## config.mk

```make
export PLATFORM = sky130hd
export DESIGN_NAME = apb_shadow_reg_bank
export DESIGN_NICKNAME = d
export VERILOG_FILES = /design/src/rtl/apb_shadow_reg_bank.sv
export SDC_FILE = /design/constraint.sdc
export NUM_CORES = 1
export LEC_CHECK = 0
export BUFFER_PORTS_ARGS = -buffer_cell sky130_fd_sc_hd__buf_4
export CAP_MARGIN = 15
export CORE_AREA = 2 2 236 238
export DETAILED_ROUTE_END_ITERATION = 8
export DIE_AREA = 0 0 238 240
export PLACE_DENSITY = 0.56
export SYNTH_ARGS = -nofsm -noshare
export SYNTH_HDL_FRONTEND = slang
export SYNTH_SLANG_ARGS = --single-unit
```

## constraint.sdc

```tcl
create_clock -name clk -period 1.7 [get_ports clk]
set_input_delay 0.34 -clock clk [delete_from_list [all_inputs] [get_ports clk]]
set_output_delay 0.34 -clock clk [all_outputs]
set_load 0.05 [all_outputs]
```

## src/rtl/apb_shadow_reg_bank.sv

```systemverilog
// Configuration/status register bank for the APB timer: byte-strobed writes,
// double-buffered shadow registers committed by a pulse, W1C status registers.
module apb_shadow_reg_bank #(
  parameter int                 WIDTH       = 32,
  parameter int                 NUM_REG     = 8,
  parameter int                 ADDR_W      = $clog2(NUM_REG),
  parameter logic [WIDTH-1:0]   RST_VAL     = '0,
  parameter logic [NUM_REG-1:0] SHADOW_MASK = '0,
  parameter logic [NUM_REG-1:0] W1C_MASK    = '0
) (
  input  logic                          clk,
  input  logic                          rst_n,
  input  logic                          wr_en,
  input  logic [ADDR_W-1:0]             wr_addr,
  input  logic [WIDTH-1:0]              wr_data,
  input  logic [WIDTH/8-1:0]            wr_strb,
  input  logic                          commit,
  input  logic [NUM_REG-1:0][WIDTH-1:0] hw_set,
  input  logic                          rd_en,
  input  logic [ADDR_W-1:0]             rd_addr,
  output logic [WIDTH-1:0]              rd_data,
  output logic [NUM_REG-1:0][WIDTH-1:0] q,
  output logic [NUM_REG-1:0]            pending,
  output logic                          err
);
  localparam int NBYTES = WIDTH / 8;

  logic [WIDTH-1:0]   w_byte_mask;
  logic [NUM_REG-1:0] w_wr_hit;
  logic [NUM_REG-1:0] w_rd_hit;
  logic               w_wr_act;
  logic               w_wr_oob;
  logic               w_rd_oob;
  logic [WIDTH-1:0]   w_rd_val;
  logic [WIDTH-1:0]   r_rd_data;
  logic               r_err;
  logic               w_unused_inputs;

  // NOTE: every variable written in always_comb gets a default first, so no latch is inferred.
  always_comb begin
    w_byte_mask = '0;
    for (int b = 0; b < NBYTES; b++) begin
      w_byte_mask[b*8 +: 8] = {8{wr_strb[b]}};
    end
  end

  // Index decode doubles as the range check: no hit means the index is out of range.
  always_comb begin
    w_wr_hit = '0;
    w_rd_hit = '0;
    w_rd_val = '0;
    for (int i = 0; i < NUM_REG; i++) begin
      w_wr_hit[i] = (wr_addr == ADDR_W'(i));
      w_rd_hit[i] = (rd_addr == ADDR_W'(i));
      if (w_rd_hit[i]) begin
        w_rd_val = q[i];
      end
    end
  end

  // A write with no byte enabled is a no-op everywhere, including the error flag.
  assign w_wr_act = wr_en && (|wr_strb);
  assign w_wr_oob = w_wr_act && !(|w_wr_hit);
  assign w_rd_oob = rd_en && !(|w_rd_hit);

  // hw_set and commit are only consumed by W1C / shadow registers, which may not exist.
  assign w_unused_inputs = ^{hw_set, commit};

  for (genvar g = 0; g < NUM_REG; g++) begin : g_reg
    logic w_we;
    assign w_we = w_wr_act && w_wr_hit[g];

    if (W1C_MASK[g]) begin : g_w1c
      logic [WIDTH-1:0] r_active;
      logic [WIDTH-1:0] w_clr;
      assign w_clr = w_we ? (wr_data & w_byte_mask) : '0;
      // Clear first, then OR in hardware sets so a simultaneous set wins.
      always_ff @(posedge clk or negedge rst_n) begin
        if (!rst_n) begin
          r_active <= RST_VAL;
        end else begin
          r_active <= (r_active & ~w_clr) | hw_set[g];
        end
      end
      assign q[g]       = r_active;
      assign pending[g] = 1'b0;
    end else if (SHADOW_MASK[g]) begin : g_shadow
      logic [WIDTH-1:0] r_active;
      logic [WIDTH-1:0] r_shadow;
      logic             r_pend;
      // Commit copies the shadow value held before this cycle's write.
      always_ff @(posedge clk or negedge rst_n) begin
        if (!rst_n) begin
          r_active <= RST_VAL;
          r_shadow <= RST_VAL;
          r_pend   <= 1'b0;
        end else begin
          if (commit && r_pend) begin
            r_active <= r_shadow;
          end
          if (w_we) begin
            r_shadow <= (r_shadow & ~w_byte_mask) | (wr_data & w_byte_mask);
            r_pend   <= 1'b1;
          end else if (commit) begin
            r_pend   <= 1'b0;
          end
        end
      end
      assign q[g]       = r_active;
      assign pending[g] = r_pend;
    end else begin : g_plain
      logic [WIDTH-1:0] r_active;
      always_ff @(posedge clk or negedge rst_n) begin
        if (!rst_n) begin
          r_active <= RST_VAL;
        end else if (w_we) begin
          r_active <= (r_active & ~w_byte_mask) | (wr_data & w_byte_mask);
        end
      end
      assign q[g]       = r_active;
      assign pending[g] = 1'b0;
    end
  end

  // NOTE: sequential state uses non-blocking assignments so every flop samples pre-edge values.
  always_ff @(posedge clk or negedge rst_n) begin
    if (!rst_n) begin
      r_rd_data <= '0;
      r_err     <= 1'b0;
    end else begin
      r_err <= w_wr_oob || w_rd_oob;
      if (rd_en) begin
        r_rd_data <= w_rd_val;
      end
    end
  end

  assign rd_data = r_rd_data;
  assign err     = r_err;

endmodule

```

# Word-level counts from Yosys, hierarchy flattened
# Cells that the tools add are included.
[totals]
inputBits = 303
word_cells = 69
reg_bits = 289
[op_classes]
n_reduce_logical = 19
eq_ne = 14
n_mux = 8
n_bitwise = 18
[op_table]
columns = ["operator", "n"]
rows = [
  ["$and 32x32->32", 9],
  ["$mux 32", 8],
  ["$or 32x32->32", 8],
  ["$not 32->32", 1],
  ["$eq 3x3->1 const B", 8],
  ["$reduce_or 8->1", 2],
  ["$eq 3x2->1 const B", 4],
  ["$logic_and 1x1->1", 11],
  ["$eq 3x1->1 const B", 2],
  ["$logic_not 3->1", 2],
  ["$reduce_or 4->1", 1],
  ["$logic_not 1->1", 2],
  ["$logic_or 1x1->1", 1],
]

# Logic depth before layout (Yosys ltp)
[depth]
word_depth = 9
mapped_depth = 7
ltp_nobuf = 4

# Worst setup path after synthesis
# OpenSTA, ideal clock, no wires.
[synth_path]
kind = "input-to-reg"
startpoint = "input wr_addr[0]"
endpoint = "register with a tool-made name"
cell_stages = 5
slack_ns = 0.092
arrival_time_ns = 1.483
path_buffers = 2
cell_sequence = "buf_2 > or3b_1 > buf_6 > nor2_8 > mux2_4"
[synth_rtl]
columns = ["element", "line_no", "rtl"]
rows = [
  ["start, declared", "14", "input logic [ADDR_W-1:0] wr_addr,"],
]

==> flow_summary.ini <==
[run_status]
status = complete, no violations

[synthesis]
ys_warn_count = 0
synth_area_leaders = dfrtp_1 54%, mux2_2 20%, mux2i_1 3.4%
synthArstFlopShare_pct = 100.0
synth_ff_type = dfrtp_1
postSynthCellCount = 1048
synth_cell_types = 39
yosysTopAreaCell = dfrtp_1
syn_area_per_cell_um2 = 12.80
synth_seq_cells = 289
ys_seq_area_share_pct = 53.89
synthMostInstantiatedCell = dfrtp_1
synth_area_um2 = 13420
ys_top_cells_by_count = 289 x dfrtp_1, 244 x mux2_2, 71 x o21ai_0
synth_top_area_share_pct = 53.89
synth-edff-count = 0

[clock_network]
cts_setup_buffers = 0
cts.reportedPaths.clkPinSlew_ns = 0.06
clock_sinks = 289
root_buffer = clkbuf_16
cts_tree = yes
htree_levels = 2
clk_latency_ns = 0.54
numCtsBuffers = 36
clk_path_buf_depth = 3

[critical_path]
cp_top_family = flip-flops
end_kind = primary output
crit_type = register to primary output
worstPathArrival_ns = 1.25
cp_max_fo = 3
cp-start-kind = register
path_buf_inv = 1
crit_chain = buf_4
slowest_stage = dfrtp_1
required_ns = 1.36
critPathMaxStageDelay_ns = 0.45

[drt]
drc = 0
wl_per_cell_um = 23.33
drt_first_pass_iters = 4
drt-vias-per-instance = 4.779
drtIter0Drc = 543
final_antenna_net_count = 0
route.vias.total = 10490
totalWireLength_um = 51220

[power]
p_leak_nw = 8.661
p_per_area_nw_per_um2 = 1547
power_w = 0.02936
ir_drop_v = 0.001039

[placement]
gp_routability_congestion = 0.8622
io_buffers = 334
place_hpwl_um = 37580
pre_cts_slack_ns = -0.1131

[die]
dieArea_um2 = 57120
io_pins = 600
die_w_um = 238
core.rowCount = 86
core_um2 = 54660
start_util_pct = 24.55
die_y_um = 240

[timing]
min_period_ns = 1.586
finClkSkew_ns = 0.01054
timing.slew.headroom_pct = 60.39
grt_setup_unrepaired = false
fin_crit_sh_pct = 93.32
drv_slew = 0
finalSetupViolCount = 0
hold_viol = 0
hold-worst-slack_ns = 0.08640
setup_slack_ns = 0.1136
fmax_mhz = 630.4
worst_pin_slew_ns = 0.5941

[run]
maxCapViolCount = 0

[global_route]
grt_use_total_pct = 17.64
grt_overflow = 0
grt_max_degree = 65
grt_pass1_wl_um = 74320
grt_pass1_vias = 10631
antenna_found_initial = 1

[cells_and_area]
layout.nets = 1766
area_growth_pct = 41.41
drive_gt1_share_pct = 52.85

[worst_hold_path]
holdCritPathClass = primary input to register
[placed cells by master (no fill, tap or decap), drive strengths merged, types with 2 or more instances in the layout]
master    count
diode         2
a21oi        69
clkinvlp      2
nor2         81
a31oi        23
o311a         9
nor2b        18
nand2         7
a21boi        9
a211oi        9
mux2        256
and2b         2
a22oi         9
mux2i        46
clkbuf       48
nand3         2
dfrtp       289
bufinv        3
o21a         23
conb          9
and3b        18
inv           6
o21ai        82
o2bb2ai      23
buf         431
nand3b        3
clkinv        7
[final timing paths]
kind	start	end	slack (ns)	cells past startpoint
max reg2reg	register	rd_data[11]$_DFFE_PN0P_	0.44	4
min	wr_data[5]	register	0.09	2
max in group asynchronous	rst_n	rd_data[31]$_DFFE_PN0P_	0.69	3
min reg2reg	rd_data[30]$_DFFE_PN0P_	rd_data[30]$_DFFE_PN0P_	0.52	2
max	register	q[235]	0.11	1
min in group asynchronous	rst_n	rd_data[9]$_DFFE_PN0P_	0.38	2
[per-layer routing]
metal	vias up	wire (um)	track usage, %
met5	-	0	0
li1	4674	-	-
met1	5326	22560	23.18
met2	414	21930	26.37
met3	76	5568	7.658
met4	0	1162	4.867
[layout make-up]
cell class,count,area [um2]
repair buffers,432,3741
flip-flops and latches,289,7232
diodes,2,5.005
well taps,704,880.8
inverters,2,7.507
multi-input cells,702,5873
fillers,5430,35690
clock inverters,16,178.9
clock buffers,48,1057
[through the flow]
step / instances / TNS (ns) / area (um2) / utilization (%)
2_1_floorplan: 1056 / 0 / 13450 / -
3_3_place_gp: 2128 / -10.57 / 17720 / 32.43
3_5_place_dp: 2128 / -14.20 / 17720 / 32.43
4_1_cts: 2193 / 0 / 18970 / 34.71
5_1_grt: 2193 / 0 / 18970 / 34.71
6_report: 2195 / 0 / 18980 / 34.71
[power by group]
| group | internal (W) | switching, W |
|---|---|---|
| registers | 0.00842 | 0.00143 |
| clock network | 0.00485 | 0.00313 |
| logic | 0.00371 | 0.00783 |
[logic make-up (layout without fill, tap and decap cells)]
| kind of cell | Yosys count | count (layout) | synth area share, % |
|---|---|---|---|
| multiplexers | 302 | 302 | 25.14 |
| other | 1 | 11 | 0.02795 |
| AND/OR/NAND/NOR | 135 | 135 | 6.629 |
| buffers and inverters | 65 | 498 | 2.639 |
| AO/OA/AOI/OAI | 256 | 256 | 11.67 |
| flip-flops | 289 | 289 | 53.89 |
[repair_timing]
action                    CTS  global route
hold endpoints to repair   47             0
gates resized for setup     0             0
hold buffers                1             0
Note: power is estimated with default switching activity, not from simulation.
